### config.mk
export PLATFORM = sky130hd
export DESIGN_NAME = if_fetch_stage
export DESIGN_NICKNAME = d
export VERILOG_FILES = /design/src/rtl/if_fetch_stage.sv
export SDC_FILE = /design/constraint.sdc
export NUM_CORES = 1
export LEC_CHECK = 0
export BUFFER_PORTS_ARGS = -buffer_cell sky130_fd_sc_hd__buf_2
export CORE_MARGIN = 2
export CORE_UTILIZATION = 57
export CTS_CLUSTER_DIAMETER = 60
export DETAILED_ROUTE_END_ITERATION = 16
export PLACE_DENSITY = 0.95
export SETUP_SLACK_MARGIN = 0.15
export SLEW_MARGIN = 15
export SYNTH_ARGS = -nofsm -noshare
export SYNTH_HDL_FRONTEND = slang
export SYNTH_SLANG_ARGS = --single-unit
export TNS_END_PERCENT = 50
### constraint.sdc
create_clock -name clk_i -period 5.18 [get_ports clk_i]
set_clock_uncertainty 0.1 [all_clocks]
set_input_delay 0.518 -clock clk_i [delete_from_list [all_inputs] [get_ports clk_i]]
set_output_delay 0.518 -clock clk_i [all_outputs]
set_load 0.01 [all_outputs]
### src/rtl/if_fetch_stage.sv
// if_fetch_stage: PC owner, instruction-memory requester and IF/ID pipeline
// register for the 5-stage MIPS pipeline. Talks to a multi-cycle instruction
// memory over req/ready, honours load-use stalls and branch flush/redirects.
// Optional macro FETCH_PERF_CNT_EN adds stall-cycle and flush counters; when
// it is undefined both counter ports are tied to zero.
module if_fetch_stage #(
    parameter int                 ADDR_W   = 32,
    parameter int                 INSTR_W  = 32,
    parameter logic [ADDR_W-1:0]  RESET_PC = '0
) (
    input  logic               clk_i,
    input  logic               rst_i,
    input  logic               start_i,
    input  logic               stall_i,
    input  logic               flush_i,
    input  logic [ADDR_W-1:0]  branch_target_i,
    output logic               imem_req_o,
    output logic [ADDR_W-1:0]  imem_addr_o,
    input  logic               imem_ready_i,
    input  logic [INSTR_W-1:0] imem_instr_i,
    output logic [ADDR_W-1:0]  pc_o,
    output logic [ADDR_W-1:0]  if_id_pc_o,
    output logic [INSTR_W-1:0] if_id_instr_o,
    output logic               if_id_valid_o,
    output logic [31:0]        stall_cycles_o,
    output logic [31:0]        flush_count_o
);

    typedef enum logic [1:0] {
        S_IDLE,
        S_FETCH,
        S_HOLD,
        S_DRAIN
    } state_t;

    state_t               state_q, state_d;
    logic [ADDR_W-1:0]    pc_q, pc_d;
    logic [ADDR_W-1:0]    if_id_pc_q, if_id_pc_d;
    logic [INSTR_W-1:0]   if_id_instr_q, if_id_instr_d;
    logic                 if_id_valid_q, if_id_valid_d;
    logic [ADDR_W-1:0]    skid_pc_q, skid_pc_d;
    logic [INSTR_W-1:0]   skid_instr_q, skid_instr_d;
    logic [ADDR_W-1:0]    redirect_q, redirect_d;

    // Candidate instruction for IF/ID this cycle (fresh from memory or from the skid buffer)
    logic                 ld_valid;
    logic [ADDR_W-1:0]    ld_pc;
    logic [INSTR_W-1:0]   ld_instr;
    logic                 req;
    logic [ADDR_W-1:0]    pc_plus4;

    assign pc_plus4 = pc_q + ADDR_W'(4);

    // State, PC and pipeline register update
    always_ff @(posedge clk_i) begin
        if (!rst_i) begin
            state_q       <= S_IDLE;
            pc_q          <= RESET_PC;
            if_id_pc_q    <= '0;
            if_id_instr_q <= '0;
            if_id_valid_q <= 1'b0;
            skid_pc_q     <= '0;
            skid_instr_q  <= '0;
            redirect_q    <= '0;
        end else begin
            state_q       <= state_d;
            pc_q          <= pc_d;
            if_id_pc_q    <= if_id_pc_d;
            if_id_instr_q <= if_id_instr_d;
            if_id_valid_q <= if_id_valid_d;
            skid_pc_q     <= skid_pc_d;
            skid_instr_q  <= skid_instr_d;
            redirect_q    <= redirect_d;
        end
    end

    // Next-state, PC selection, skid/redirect capture and IF/ID load decision
    always_comb begin
        state_d      = state_q;
        pc_d         = pc_q;
        skid_pc_d    = skid_pc_q;
        skid_instr_d = skid_instr_q;
        redirect_d   = redirect_q;
        req          = 1'b0;
        ld_valid     = 1'b0;
        ld_pc        = '0;
        ld_instr     = '0;

        case (state_q)
            S_IDLE: begin
                if (start_i) state_d = S_FETCH;
            end
            S_FETCH: begin
                req = 1'b1;
                if (imem_ready_i) begin
                    if (flush_i) begin
                        // Returned word is on the wrong path; go straight to the target
                        pc_d = branch_target_i;
                    end else if (stall_i) begin
                        // Data arrived during a stall: park it until decode can accept it
                        skid_instr_d = imem_instr_i;
                        skid_pc_d    = pc_plus4;
                        state_d      = S_HOLD;
                    end else begin
                        ld_valid = 1'b1;
                        ld_pc    = pc_plus4;
                        ld_instr = imem_instr_i;
                        pc_d     = pc_plus4;
                    end
                end else if (flush_i) begin
                    // Request in flight: keep its address stable, redirect once it completes
                    redirect_d = branch_target_i;
                    state_d    = S_DRAIN;
                end
            end
            S_HOLD: begin
                if (flush_i) begin
                    skid_pc_d    = '0;
                    skid_instr_d = '0;
                    pc_d         = branch_target_i;
                    state_d      = S_FETCH;
                end else if (!stall_i) begin
                    ld_valid     = 1'b1;
                    ld_pc        = skid_pc_q;
                    ld_instr     = skid_instr_q;
                    skid_pc_d    = '0;
                    skid_instr_d = '0;
                    pc_d         = pc_plus4;
                    state_d      = S_FETCH;
                end
            end
            S_DRAIN: begin
                req = 1'b1;
                if (flush_i) redirect_d = branch_target_i;
                if (imem_ready_i) begin
                    // The newest redirect wins, including one arriving this very cycle
                    pc_d    = flush_i ? branch_target_i : redirect_q;
                    state_d = S_FETCH;
                end
            end
            default: state_d = S_IDLE;
        endcase

        if_id_pc_d    = if_id_pc_q;
        if_id_instr_d = if_id_instr_q;
        if_id_valid_d = if_id_valid_q;
        if (state_q != S_IDLE) begin
            if (flush_i) begin
                if_id_pc_d    = '0;
                if_id_instr_d = '0;
                if_id_valid_d = 1'b0;
            end else if (!stall_i) begin
                // Load the candidate, or a bubble (ld_* default to zero)
                if_id_pc_d    = ld_pc;
                if_id_instr_d = ld_instr;
                if_id_valid_d = ld_valid;
            end
        end
    end

    assign imem_req_o    = req;
    assign imem_addr_o   = pc_q;
    assign pc_o          = pc_q;
    assign if_id_pc_o    = if_id_pc_q;
    assign if_id_instr_o = if_id_instr_q;
    assign if_id_valid_o = if_id_valid_q;

`ifdef FETCH_PERF_CNT_EN
    logic [31:0] stall_cycles_q;
    logic [31:0] flush_count_q;

    // Performance counters: stalled cycles and flushes while active
    always_ff @(posedge clk_i) begin
        if (!rst_i) begin
            stall_cycles_q <= '0;
            flush_count_q  <= '0;
        end else if (state_q != S_IDLE) begin
            if (flush_i)      flush_count_q  <= flush_count_q + 32'd1;
            else if (stall_i) stall_cycles_q <= stall_cycles_q + 32'd1;
        end
    end

    assign stall_cycles_o = stall_cycles_q;
    assign flush_count_o  = flush_count_q;
`else
    assign stall_cycles_o = '0;
    assign flush_count_o  = '0;
`endif

endmodule
==> impl_summary.md <==
Status
The run finished with clean final reports.

Layout
In the final layout, the share of cells above drive strength 1 is 0.1982. The finished cells cover 10610 sq um. The number of filler instances in the final layout is 1315. The layout net count is 1374.

Leaving out fill and tap cells, the most frequent cell in the layout is buf_2. The final non-filler cell total is 1535. Leaving out fill and tap cells, the most frequent cells in the layout are buf_2 (199), dfxtp_1 (195), nor2_1 (157). The area of the multi-input gates is 4648 sq um. At the end of the flow the core is filled with cells to 0.6491. Compared with the post-synthesis result, the final layout area differs by 12.57%. The flip-flop and latch area is 3904 sq um.

STA
Summed over all failing endpoints, the final setup total negative slack is 0 ns. The minimum clock period is 3.219 ns. Setup repair after global routing left no endpoint under its margin. The worst hold slack across all endpoints is 0.2168 ns. The final setup violation count is 0. The highest clock rate is 0.3107 GHz.

The number of endpoints with negative hold slack in the final report is 0. The final cycle utilization of the critical path is 0.6214. The worst pin sits at a relative slew slack of 0.2058.

The number of pins exceeding their max-slew limit in the final report is 0. Across all setup checks in the final design, the least slack found is 1.961 ns. For the pin with the worst max-slew slack, the measured transition is 1.191 ns.

Clock tree
The total setup buffers inserted after CTS is 0. TritonCTS built the clock tree. The H-tree was split into 4 levels. CTS placed an instance of clkbuf_16 at the clock tree root. In this run, post-CTS hold repair placed 0 buffers.

The TritonCTS buffer count is 17. Counting every sink on the clock net gives 195. Clock latency on the worst-skew pair, taken at its later pin, is 0.45 ns. The number of gates resized after cts is 0. The maximum buffer depth of the clock tree is 2. After clock tree synthesis, the clock-pin slew on the worst setup and hold paths is 0.07 ns.

Setup path
The critical path class is reg -> reg. The worst setup path is captured at a flop. The setup check on the worst reg-to-reg path leaves a slack of 1.96 ns.

The worst register-to-register path ends at skid_pc_q[26]. The largest stage delay on the critical path is 1.02 ns. Data on the critical path arrives at its endpoint at 3.48 ns. The kind of cell adding the most delay to the critical path is compound AO/OA/AOI/OAI gates. On the critical path, the stage with the largest delay is an instance of a311oi_2. The signal on the critical path passes through inv_1 -> ha_2 -> nor3_2 -> buf_4 -> a311oi_2 -> nand2_1 -> o21ai_0. At the worst endpoint, the required time is 5.44 ns.

The worst register-to-register path has a depth of 7. Along the worst path, the maximum fanout reaches 51. The capturing instance or port of the critical path is skid_pc_q[26]. The critical path starts at state_q[0].

In this run the number of cells on the critical path is 7. Together, buffers and inverters on the worst path number 2. The kind of launch point of the worst setup path is a flop. The worst register-to-register path begins at state_q[0].

Global routing
Across every metal layer, demand over resource in global routing totals 0.2996. The number of global-route vias before repair is 8644. The global-route wire length before repair is 42810 um. The remaining global-route overflow is 0. The initial antenna violation count is 3. The largest net degree at the start of global routing is 85.

Synth
The portion of the post-synthesis area used by sequential elements is 0.4141. The number of synthesized flops with an enable pin is 0. Counting distinct cell types in the post-synthesis netlist gives 60. During synthesis, Yosys emitted a total of 0 warnings. The number of instances in the synthesized netlist is 1199.

After synthesis the netlist holds a flip-flop and latch count of 195. Of the total synthesized cell area, the portion taken by AND, OR, NAND and NOR gates is 0.1864. Summed over all instances, the cell type with the most area after synthesis is dfxtp_1. The summed instance area of the synthesized netlist is 9427 sq um. Of the total synthesized cell area, the portion taken by full adders, half adders and majority gates is 0.006637. Each instance of the synthesized netlist takes up on average 7.862 sq um. The xor-xnor portion of the synthesized cell area is 0.01672.

The flip-flop cell with the highest count after synthesis is dfxtp_1. In the synthesized netlist the async set-or-reset flop fraction comes to 0. The share of synthesized area in the top cell type comes to 0.4141.

By area, the combinational part of the netlist is dominated by compound AO/OA/AOI/OAI gates. The area fraction in compound gates after synthesis came to 0.2507. After synthesis, the share of cell area in mux cells is 0.003186.

Ranked by total cell area, the synthesized netlist is headed by dfxtp_1 (41%), a22oi_1 (7.7%), buf_4 (7.6%), a21oi_1 (6.8%), nor2_1 (6.3%).

Place
The placed cell area is 9976 sq um. Summed over all nets, the half-perimeter wirelength after detailed placement is 17800 um. The count of buffers added on input and output ports is 199. Routability-driven placement finished with a final weighted congestion of 0.9089. The instance count after placement with tap cells included is 1499. Timing analysis after detailed placement gives a worst setup slack of 1.936 ns.

Detailed routing
Dividing the detail-routed via count by the number of cells gives 6.180. In the final routed layout, each cell accounts on average for 17.80 um. The final wirelength is 27330 um. The initial detailed-routing violation count is 1537. For this run, design rule violations remaining after detail routing come to 0.

The first TritonRoute pass finished after 7 iterations. Detailed routing inserted a total of 9487 vias. The detail route stage leaves a number of antenna-violating nets equal to 0.

Floorplanning
The area of the die is 17580 sq um. The core region is 16350 sq um. The die outline height is 132.6 um. For this configuration, the core starts out at a cell density of 0.5766.

The number of primary I/O pins is 264. The die is 132.6 um wide. The floorplan has 47 rows.

Power and ir drop
For this design the ratio of total power to cell area is 348.0 nW/um^2. After layout, the design draws a total of 3.693 mW. The largest voltage drop on the vdd net is 0.2837 mV. The analysis attributes to cell leakage a power of 4.347 nW.

Job
Max-cap violations in this run came to 0.

Worst hold path
The type of the most critical hold path is in -> reg.
[Yosys cell counts (5+ instances only)]
cell type    n
dfxtp_1    195
nor2_1     157
nand2_1    144
a21oi_1    128
a22oi_1     97
buf_4       96
clkbuf_1    90
o21ai_0     59
nand3_1     18
and3_1      13
inv_1       13
nor3_1      12
nand4_1     11
o22ai_1     10
xnor2_1     10
a222oi_1     9
or3_1        8
xor2_1       8
nor4_1       7
a311oi_1     6
a31oi_1      6
a32o_1       6
buf_1        6
o211ai_1     6
a21boi_0     5
ha_1         5
nand2b_1     5
o21a_1       5
o31a_1       5
[worst min-delay path by stage]
stage / from / endpoint / slack, ns / cells past startpoint
CTS: branch_target_i[5] / redirect_q[5] / 0.22 / 3
finish: branch_target_i[19] / redirect_q[19] / 0.22 / 3
detailed placement: skid_pc_q[27] / skid_pc_q[27] / 0.34 / 2
global placement: skid_pc_q[16] / skid_pc_q[16] / 0.33 / 2
global route: branch_target_i[5] / redirect_q[5] / 0.22 / 3
floorplan: skid_pc_q[25] / skid_pc_q[25] / 0.32 / 2
[state kept, by name, indices dropped and copies added, names as in the netlist]
signal and cells:
if_id_instr_o 32, if_id_pc_o 32, if_id_valid_o 1, imem_addr_o 32, redirect_q 32, skid_instr_q 32
skid_pc_q 32, state_q 2
[where the power goes]
group,internal (mW),switching [mW]
Sequential,1.57,0.103
Combinational,0.206,0.450
Clock,0.776,0.590
Total,2.55,1.14
[area by class of cell]
class                           instances  share of cell area
Tap cell                              220             0.02594
Multi-Input combinational cell        858              0.4380
Antenna cell                            3           0.0007075
Sequential cell                       195              0.3679
Inverter                               14            0.005188
Clock inverter                         11             0.01415
Timing Repair Buffer                  213              0.1056
Clock buffer                           21             0.04245
[metal layers]
layer	track usage	share of wire	vias up	wire [um]
met1	0.3813	0.38	4343	10500
li1	-	-	4288	-
met5	0	0	-	0
met3	0.05977	0.10	158	2747
met2	0.4657	0.45	698	12330
met4	0.1918	0.064	0	1749
[cells by family (layout without fill, tap and decap cells)]
logic type / Yosys count / after routing
mux: 3 / 3
buf+inv: 209 / 259
flops: 195 / 195
compound gates: 369 / 369
other cells: 1 / 67
xor+xnor: 18 / 18
fa+ha+maj: 5 / 5
simple gates: 399 / 399
[tightest hold or removal path, cell delays in order]
cell and delay, ns:
buf_2 0.10, nand2_1 0.05, a21oi_1 0.05
Note: power is estimated with default switching activity, not from simulation.
